`config.mk`:
```
export PLATFORM = sky130hd
export DESIGN_NAME = alu_4bit_pipe
export DESIGN_NICKNAME = d
export VERILOG_FILES = /design/src/rtl/alu_pkg.sv /design/src/rtl/alu_4bit.sv /design/src/rtl/alu_4bit_pipe.sv
export SDC_FILE = /design/constraint.sdc
export NUM_CORES = 1
export LEC_CHECK = 0
export ABC_AREA = 0
export CAP_MARGIN = 20
export CORE_MARGIN = 4
export CORE_UTILIZATION = 30
export CTS_BUF_LIST = sky130_fd_sc_hd__clkbuf_16
export DETAILED_ROUTE_END_ITERATION = 12
export GPL_TIMING_DRIVEN = 0
export HOLD_SLACK_MARGIN = 0.05
export PLACE_DENSITY = 0.61
export SKIP_CTS_REPAIR_TIMING = 1
export SYNTH_ARGS = -nofsm -noshare
export SYNTH_HDL_FRONTEND = slang
export SYNTH_SLANG_ARGS = --single-unit
```
`constraint.sdc`:
```
create_clock -name clk -period 2.4 [get_ports clk]
set_input_delay 0.72 -clock clk [delete_from_list [all_inputs] [get_ports clk]]
set_output_delay 0.72 -clock clk [all_outputs]
set_load 0.02 [all_outputs]
```
`src/rtl/alu_pkg.sv`:
```
// rtl/alu_pkg.sv - shared opcode constants and data width for the 4-bit ALU pipeline
// Contents: DATA_W (operand/result width) and the 3-bit opcode map OP_ADD..OP_DEC.

package alu_pkg;

  localparam int DATA_W = 4;

  localparam logic [2:0] OP_ADD = 3'b000;
  localparam logic [2:0] OP_SUB = 3'b001;
  localparam logic [2:0] OP_AND = 3'b010;
  localparam logic [2:0] OP_OR  = 3'b011;
  localparam logic [2:0] OP_XOR = 3'b100;
  localparam logic [2:0] OP_NOT = 3'b101;
  localparam logic [2:0] OP_INC = 3'b110;
  localparam logic [2:0] OP_DEC = 3'b111;

endpackage

```
`src/rtl/alu_4bit.sv`:
```
// rtl/alu_4bit.sv - combinational 4-bit ALU datapath (result only, no flags)
// Ports:
//   a, b : operands (b unused by NOT/INC/DEC)
//   sel  : opcode from alu_pkg
//   y    : result, wrapping modulo 2**DATA_W

module alu_4bit
  import alu_pkg::*;
(
  input  logic [DATA_W-1:0] a,
  input  logic [DATA_W-1:0] b,
  input  logic [2:0]        sel,
  output logic [DATA_W-1:0] y
);

  always_comb begin
    y = '0;
    case (sel)
      OP_ADD: y = a + b;
      OP_SUB: y = a - b;
      OP_AND: y = a & b;
      OP_OR:  y = a | b;
      OP_XOR: y = a ^ b;
      OP_NOT: y = ~a;
      OP_INC: y = a + 1'b1;
      OP_DEC: y = a - 1'b1;
      default: y = '0;
    endcase
  end

endmodule

```
`src/rtl/alu_4bit_pipe.sv`:
```
// rtl/alu_4bit_pipe.sv - two-stage valid/ready pipelined 4-bit ALU with carry/zero flags
// Ports:
//   clk, rst_n          : clock, asynchronous active-low reset
//   in_valid, in_ready  : request handshake for A, B, sel
//   A, B, sel           : operands and opcode
//   out_valid, out_ready: response handshake for result, carry, zero
//   result, carry, zero : registered stage-2 outputs
//   op_count            : completed responses, wraps at 256

module alu_4bit_pipe
  import alu_pkg::*;
(
  input  logic              clk,
  input  logic              rst_n,
  input  logic              in_valid,
  output logic              in_ready,
  input  logic [DATA_W-1:0] A,
  input  logic [DATA_W-1:0] B,
  input  logic [2:0]        sel,
  output logic              out_valid,
  input  logic              out_ready,
  output logic [DATA_W-1:0] result,
  output logic              carry,
  output logic              zero,
  output logic [7:0]        op_count
);

  logic              s1_valid;
  logic [DATA_W-1:0] s1_a;
  logic [DATA_W-1:0] s1_b;
  logic [2:0]        s1_sel;
  logic              s2_valid;

  logic              s1_adv;
  logic              accept;
  logic              done;
  logic [DATA_W-1:0] alu_y;
  logic              alu_c;
  logic              alu_z;

  // S1 moves into S2 whenever S2 is empty or is being drained this cycle,
  // so a completing response and an advancing request overlap with no bubble.
  assign s1_adv    = s1_valid && (!s2_valid || out_ready);
  assign in_ready  = !s1_valid || s1_adv;
  assign accept    = in_valid && in_ready;
  assign done      = s2_valid && out_ready;
  assign out_valid = s2_valid;

  alu_4bit u_alu (
    .a   (s1_a),
    .b   (s1_b),
    .sel (s1_sel),
    .y   (alu_y)
  );

  // Add carry-out is detected as wrap-around: the truncated sum is smaller than a.
  always_comb begin
    alu_c = 1'b0;
    case (s1_sel)
      OP_ADD:  alu_c = (s1_a + s1_b) < s1_a;
      OP_SUB:  alu_c = s1_a < s1_b;
      OP_INC:  alu_c = &s1_a;
      OP_DEC:  alu_c = ~|s1_a;
      default: alu_c = 1'b0;
    endcase
  end

  assign alu_z = (alu_y == '0);

  always_ff @(posedge clk or negedge rst_n) begin
    if (!rst_n) begin
      s1_valid <= 1'b0;
      s1_a     <= '0;
      s1_b     <= '0;
      s1_sel   <= OP_ADD;
    end else begin
      if (accept) begin
        s1_valid <= 1'b1;
        s1_a     <= A;
        s1_b     <= B;
        s1_sel   <= sel;
      end else if (s1_adv) begin
        s1_valid <= 1'b0;
      end
    end
  end

  always_ff @(posedge clk or negedge rst_n) begin
    if (!rst_n) begin
      s2_valid <= 1'b0;
      result   <= '0;
      carry    <= 1'b0;
      zero     <= 1'b0;
      op_count <= 8'd0;
    end else begin
      if (s1_adv) begin
        s2_valid <= 1'b1;
        result   <= alu_y;
        carry    <= alu_c;
        zero     <= alu_z;
      end else if (done) begin
        s2_valid <= 1'b0;
      end
      if (done) begin
        op_count <= op_count + 8'd1;
      end
    end
  end

endmodule

```
==> impl_metrics.env, run 1 <==
export IMPL_numCtsBuffers=3
export IMPL_netlist_area_leader_share_pct=37.9
export IMPL_crit_path_top_delay_cell="clkdlybuf4s50_1"
export IMPL_drt_wl_total_mm=3.93
export IMPL_antenna_left=0
export IMPL_setup_violations=0
export IMPL_synth_area_top_cells="dfrtp_1, ha_1, mux2_2"
export IMPL_async_reset_ff_share_pct=100
export IMPL_worst_pin_slew_ns=0.479
export IMPL_vias=1393
export IMPL_cts_tree="built"
export IMPL_crit_type="primary input to output pin"
export IMPL_wl_met1_mm=1.84
export IMPL_ff2ff_setup_slack_ns=0.12
export IMPL_layout_setup_ws_ns=0.0603
export IMPL_hp_class="flop to flop"
export IMPL_die_y_um=85.1
export IMPL_fin_skew_ns=0.00431
export IMPL_dr_wl_met2_mm=1.90
export IMPL_cap_viol_max_count=0
export IMPL_pre_cts_ws_ns=-0.366
export IMPL_path_clk_slew_ns=0.07
export IMPL_ys_seq_elements=27
export IMPL_fin_crit_ns=2.34
export IMPL_crit_cells=3
export IMPL_synth_top_area_cell="dfrtp_1"
export IMPL_highest_layer="met4"
export IMPL_drt_iter0_drc=99
export IMPL_antennaDiodeCount=0
export IMPL_clockBufferDepth=2
export IMPL_synth_area_um2=1780
export IMPL_cp_max_fo=5
export IMPL_placementRows=27
export IMPL_cp_start_kind="primary input"
export IMPL_hpwlAfterDp_mm=3.03
export IMPL_overflow=0
export IMPL_syn_area_per_cell_um2=10.1
export IMPL_start_util_pct=31.6
export IMPL_synth_top_family_by_area="simple AND/OR/NAND/NOR gates"
export IMPL_status="finished, final reports clean"
export IMPL_synth_compound_area_share_pct=13.7
export IMPL_finalHoldViolations=0
export IMPL_grt_first_pass_wirelength_mm=7.03
export IMPL_synth_nets=209
export IMPL_synth_yosys_seq_area_share_pct=37.9
export IMPL_dr_pass1_iters=4
export IMPL_avgRoutedWirePerCell_um=13.6
export IMPL_portBuffers=30
export IMPL_cts_max_level=1
export IMPL_yosys_area_share_simple_pct=15.5
export IMPL_powerDensity_nw_per_um2=853
export IMPL_crit_buf_inv=2
export IMPL_cts_num_sinks=27
export IMPL_yosys_area_share_xor_xnor_pct=5.40
export IMPL_drv_slew=0
export IMPL_fp_dieW_um=85.1
export IMPL_slowest_delay_ns=0.53
export IMPL_synth_area_mux_share_pct=10.0
export IMPL_drive_gt1_share_pct=20.7
export IMPL_synth_flop_cell="dfrtp_1"
export IMPL_grt_max_degree=21
export IMPL_dp_cells=279
export IMPL_ys_warnings_count=0
export IMPL_insertion_delay_ns=0.26
export IMPL_tns_ns=0
export IMPL_antenna_found_initial=0
export IMPL_avgViaCountPerCell=4.82
export IMPL_grtUsageTotal_pct=11.7
export IMPL_core_um2=5640
export IMPL_netlist_instances=176
export IMPL_drc_errors=0
export IMPL_grt_pass1_vias=1454
export IMPL_root_buffer="clkbuf_16"
export IMPL_instances_no_fill=289
export IMPL_synth_fa_ha_area_share_pct=13.5
export IMPL_gp_congestion=0.788
export IMPL_reg2reg_depth=10
export IMPL_fin_nets=251
export IMPL_hold_depth=1
export IMPL_relSlewSlack_pct=68.0
export IMPL_wl_met3_um=128
export IMPL_crit_family="buffers and inverters"
export IMPL_critical_path_arrival_ns=1.62
export IMPL_crit_chain="clkdlybuf4s50_1, nand3b_1, clkbuf_2"
export IMPL_end_kind="output pin"
export IMPL_ys_types=41
export IMPL_p_leak_nw=1.04
export IMPL_area_growth_pct=33.4
export IMPL_peakVddDrop_v=0.000347
export IMPL_pin_count=31
export IMPL_max_freq_ghz=0.427
export IMPL_dieArea_um2=7250
export IMPL_post_route_period_util_pct=97.5
export IMPL_critical_path_required_ns=1.68
export IMPL_synth_edf_count=0
## Yosys cell counts (2+ instances only)
cell and number:
nand3_1 6, nor2_1 7, mux2_1 7, and3_1 6
xnor2_1 6, xor2_1 5, ha_1 16, a21o_1 3
clkbuf_1 2, dfrtp_1 27, nor3_1 3, fa_1 2
a311o_1 2, nand2_1 15, inv_1 9, nand2b_1 4
a21oi_1 10, o21bai_1 4, nor2b_1 5, buf_2 4
o21ai_1 5, mux2_2 8, o211ai_1 2
## sequential cells by signal, indices dropped and copies added (netlist names)
register / cells
op_count: 8
result: 4
s1_a: 4
s1_b: 4
s1_sel: 3
carry: 1
out_valid: 1
s1_valid: 1
zero: 1
## worst register-to-register path: stages (launching register included)
cell,delay [ns]
dfrtp_2,0.43
buf_4,0.17
fa_2,0.44
xor2_2,0.17
ha_1,0.28
nor2b_1,0.13
o21a_1,0.17
nor3_1,0.14
a21o_1,0.10
a21oi_1,0.06
o21ai_1,0.12
## area by class of cell
| type | instances | area [um2] |
|---|---|---|
| Sequential cell | 27 | 683 |
| Multi-Input combinational cell | 132 | 1060 |
| Clock buffer | 3 | 75.1 |
| Buffer | 5 | 42.5 |
| Inverter | 10 | 37.5 |
| Fill cell | 545 | 3260 |
| Clock inverter | 1 | 7.51 |
| Tap cell | 72 | 90.1 |
| Timing Repair Buffer | 39 | 383 |
## kinds of logic (layout without fill, tap and decap cells)
group | count (synthesis) | after routing
AOI/OAI and AO/OA | 35 | 35
xor gates and xnor gates | 11 | 11
adders and majority gates | 18 | 18
buffers and inverters | 17 | 58
DFF | 27 | 27
muxes | 16 | 16
and+or+nand+nor | 52 | 52
## path summary, 6_finish.rpt
kind | from | end
worst max-delay path | out_ready | in_ready
worst min-delay path | op_count[7] | op_count[7]
worst max register to register | s1_a[1] | carry
worst min register to register | op_count[7] | op_count[7]
max in group asynchronous | rst_n | s1_sel[1]
min in group asynchronous | rst_n | s1_b[0]
## cell usage in the layout (no fill, tap or decap), types with 4 or more instances in the layout
| cell | n |
|---|---|
| nor2b_1 | 5 |
| nor2_1 | 7 |
| mux2_2 | 8 |
| dfrtp_1 | 21 |
| nand2_1 | 14 |
| nand2b_1 | 4 |
| inv_1 | 9 |
| nand3_1 | 6 |
| o21ai_1 | 5 |
| o21bai_1 | 4 |
| ha_1 | 14 |
| buf_4 | 8 |
| xnor2_1 | 6 |
| xor2_1 | 4 |
| and3_1 | 6 |
| dfrtp_2 | 6 |
| mux2_1 | 7 |
| clkdlybuf4s50_1 | 29 |
| a21oi_1 | 8 |
## through the flow
step | power, mW | hold slack [ns] | area, um2 | util (%)
after floorplan | 1.25 | 0.424 | 1780 | -
after global placement | 1.58 | 0.463 | 2170 | 38.5
after detailed placement | 1.60 | 0.472 | 2200 | 39.0
after CTS | 2.00 | 0.481 | 2280 | 40.5
after global routing | 2.18 | 0.495 | 2380 | 42.2
final | 2.03 | 0.477 | 2380 | 42.2
## layer usage
metal / up-vias / GRT usage (%)
li1: 703 / -
met1: 661 / 15.4
met2: 25 / 19.7
met3: 4 / 1.55
met4: 0 / 3.60
met5: - / 0
## power breakdown
part / total, mW / internal [mW] / switching (mW)
combinational: 0.952 / 0.484 / 0.468
sequential: 0.694 / 0.575 / 0.119
clock: 0.385 / 0.226 / 0.159
No activity file was read; power rests on OpenSTA's default activity.
==> run 2, diff against run 1 <==
- SYNTH_HIERARCHICAL: default -> 1
==> run 2 against run 1 <==
  * The run now ends with negative setup slack left
  * Area after synthesis grew 8.2%
  * Worst setup slack lost 0.53 ns
  * Clock power shrank 4%
  * Total power grew 13%
  * Count of clock-buffer cells in the layout is the same
  * Die area grew 7.4%
  * Flip-flop and latch count is the same
  * Via count grew 7.3%
  * Clock skew shrank 0.0021 ns
  * First-iteration DRC count shrank 27%
  * Critical path type is now flop to flop
  * Largest cell class unchanged
==> impl_metrics.env, run 2 <==
export IMPL_status="complete, but fails checks"
export IMPL_violations="negative setup slack"
export IMPL_syn_area_per_cell_um2=10.4
export IMPL_avgRoutedWirePerCell_um=13.1
export IMPL_overflow=0
export IMPL_pre_cts_ws_ns=-0.676
export IMPL_peakVddDrop_v=0.000510
export IMPL_crit_type="flop to flop"
export IMPL_place_area_um2=2370
export IMPL_dieArea_um2=7780
export IMPL_fp_dieW_um=88.2
export IMPL_pin_count=31
export IMPL_hp_class="flop to flop"
export IMPL_numCtsBuffers=3
export IMPL_avgViaCountPerCell=4.82
export IMPL_fin_skew_ns=0.00219
export IMPL_synth_flop_cell="dfrtp_1"
export IMPL_netlist_instances=185
export IMPL_antenna_found_initial=0
export IMPL_max_freq_ghz=0.349
export IMPL_crit_family="compound AO/OA/AOI/OAI gates"
export IMPL_ys_seq_elements=27
export IMPL_insertion_delay_ns=0.26
export IMPL_setup_violations=3
export IMPL_end_kind="flop"
export IMPL_synth_common_cells="dfrtp_1, ha_1, inv_1"
export IMPL_fin_nets=274
export IMPL_pwr_share_comb_pct=51.5
export IMPL_layout_setup_ws_ns=-0.468
export IMPL_powerDensity_nw_per_um2=879
export IMPL_die_y_um=88.2
export IMPL_p_leak_nw=1.18
export IMPL_cap_viol_max_count=0
export IMPL_ys_types=42
export IMPL_fin_hold_ws_ns=0.474
export IMPL_relSlewSlack_pct=58.8
export IMPL_dr_pass1_iters=4
export IMPL_netlist_area_leader_share_pct=35.0
export IMPL_portBuffers=30
export IMPL_start_util_pct=31.7
export IMPL_drv_slew=0
export IMPL_placementRows=28
export IMPL_synth_top_area_cell="dfrtp_1"
export IMPL_regMostFlops="op_count"
export IMPL_clockPowerShare_pct=16.2
export IMPL_fin_crit_ns=2.87
export IMPL_layout_common_cells="clkdlybuf4s50_1, dfrtp_1, ha_1, inv_1, buf_4"
export IMPL_rsz0062_at_grt="true"
export IMPL_area_growth_pct=34.6
export IMPL_cp_max_fo=7
export IMPL_cts_max_level=1
export IMPL_post_route_period_util_pct=119
export IMPL_internal_power_mw=1.44
export IMPL_yosysMostFrequentCell="dfrtp_1"
export IMPL_drt_wl_total_mm=4.07
export IMPL_core_um2=6100
export IMPL_grtUsageTotal_pct=10.7
export IMPL_synth_area_um2=1930
export IMPL_hpwlAfterDp_mm=3.00
export IMPL_synth_nets=223
export IMPL_p_switching_uw=841
export IMPL_slowest_delay_ns=0.46
export IMPL_grt_first_pass_wirelength_mm=6.62
export IMPL_antenna_left=0
export IMPL_finalInstanceArea_um2=2600
export IMPL_cts_num_sinks=27
export IMPL_synth_area_top_cells="dfrtp_1, ha_1, mux2_4"
export IMPL_synth_edf_count=0
export IMPL_cp_start_kind="flop"
export IMPL_crit_path_top_delay_cell="dfrtp_2"
export IMPL_grt_max_degree=16
export IMPL_p_sw_share_pct=36.8
export IMPL_final_common_cell="clkdlybuf4s50_1"
export IMPL_crit_cells=12
export IMPL_finalHoldViolations=0
export IMPL_largest_reg_flops=8
export IMPL_reg2reg_depth=12
export IMPL_cts_tree="built"
export IMPL_critical_path_arrival_ns=3.05
export IMPL_drc_errors=0
export IMPL_drt_iter0_drc=72
export IMPL_ys_warnings_count=6
export IMPL_crit_buf_inv=0
export IMPL_grt_pass1_vias=1316
export IMPL_worst_pin_slew_ns=0.616
export IMPL_critical_path_required_ns=2.58
export IMPL_crit_chain="ha_4, nand3b_1, o31ai_2, a221oi_2, ha_1, nor2b_4, a221oi_2, xnor2_1, xnor2_1, mux2i_1, or4_1, o21ai_1"
export IMPL_synth_yosys_seq_area_share_pct=35.0
export IMPL_root_buffer="clkbuf_16"
export IMPL_vias=1494
export IMPL_async_reset_ff_share_pct=100
export IMPL_clockBufferDepth=2
export IMPL_gp_congestion=0.838
export IMPL_path_clk_slew_ns=0.06
export IMPL_drive_gt1_share_pct=25.5
export IMPL_hold_depth=1
export IMPL_pwr_share_seq_pct=32.3
export IMPL_antennaDiodeCount=0
## run 2: changes by cell type after synthesis, moves of 4 or more
cell	previous run	this run
inv_1	9	19
mux2_4	0	10
nor2_1	7	15
mux2_1	7	0
nand2_1	15	8
and3_1	6	0
ha_1	16	21
o21ai_1	5	0
a22oi_1	0	4
## run 2: area by class of cell
class                      count  area (um2)
multi-input combinational    135        1210
fill                         615        3500
buffer                         3        20.0
inverter                      19        71.3
tap                           75        93.8
clock buffer                   3        75.1
sequential                    27         682
timing repair buffer          47         443
clock inverter                 1        5.00
## run 2: cell families (layout without fill, tap and decap cells)
family / count (synthesis) / count (layout) / synth area share [%]
buffers and inverters: 23 / 73 / 5.31
adder cells (fa/ha/maj): 23 / 23 / 15.7
AO/OA/AOI/OAI: 30 / 30 / 10.4
AND/OR/NAND/NOR: 50 / 50 / 14.8
flip-flops: 27 / 27 / 35.0
multiplexers: 20 / 20 / 13.4
XOR/XNOR: 12 / 12 / 5.44
## run 2: power by group through the flow
stage / clock [mW] / combinational [mW] / sequential, mW
6_report: 0.370 / 1.18 / 0.739
5_1_grt: 0.405 / 1.30 / 0.760
4_1_cts: 0.383 / 1.07 / 0.751
3_5_place_dp: 0 / 1.06 / 0.760
3_3_place_gp: 0 / 1.05 / 0.756
2_1_floorplan: 0 / 0.597 / 0.838
## run 2: final timing paths
check	from	slack (ns)	endpoint
setup reg to reg	s1_sel[1]	-0.47	zero
setup / recovery	s1_sel[1]	-0.47	zero
hold reg to reg	op_count[7]	0.47	op_count[7]
hold / removal	op_count[7]	0.47	op_count[7]
max in group asynchronous	rst_n	1.03	s1_b[1]
min in group asynchronous	rst_n	0.85	op_count[3]
## run 2: per-layer routing
metal  part of all wire [%]  global-route usage, %  up-vias
li1                       -                      -      747
met4                   0.27                   1.65        0
met3                    2.9                   1.68        2
met1                     50                   15.3      722
met2                     47                   17.4       23
met5                      0                      0        -
## run 2: stage by stage
| step | util [%] | power [mW] | TNS [ns] | cells |
|---|---|---|---|---|
| 2_1_floorplan | - | 1.44 | -0.463 | 185 |
| 3_3_place_gp | 38.6 | 1.80 | -1.70 | 290 |
| 3_5_place_dp | 38.9 | 1.82 | -1.82 | 291 |
| 4_1_cts | 40.2 | 2.20 | -1.94 | 295 |
| 5_1_grt | 42.6 | 2.47 | -1.51 | 310 |
| 6_report | 42.6 | 2.28 | -0.888 | 310 |
==> run 3, diff against run 2 <==
- SYNTH_HIERARCHICAL: 1 -> default
==> results of run 3 <==
Final layout, timing and power as in run 1 (identical DEF).
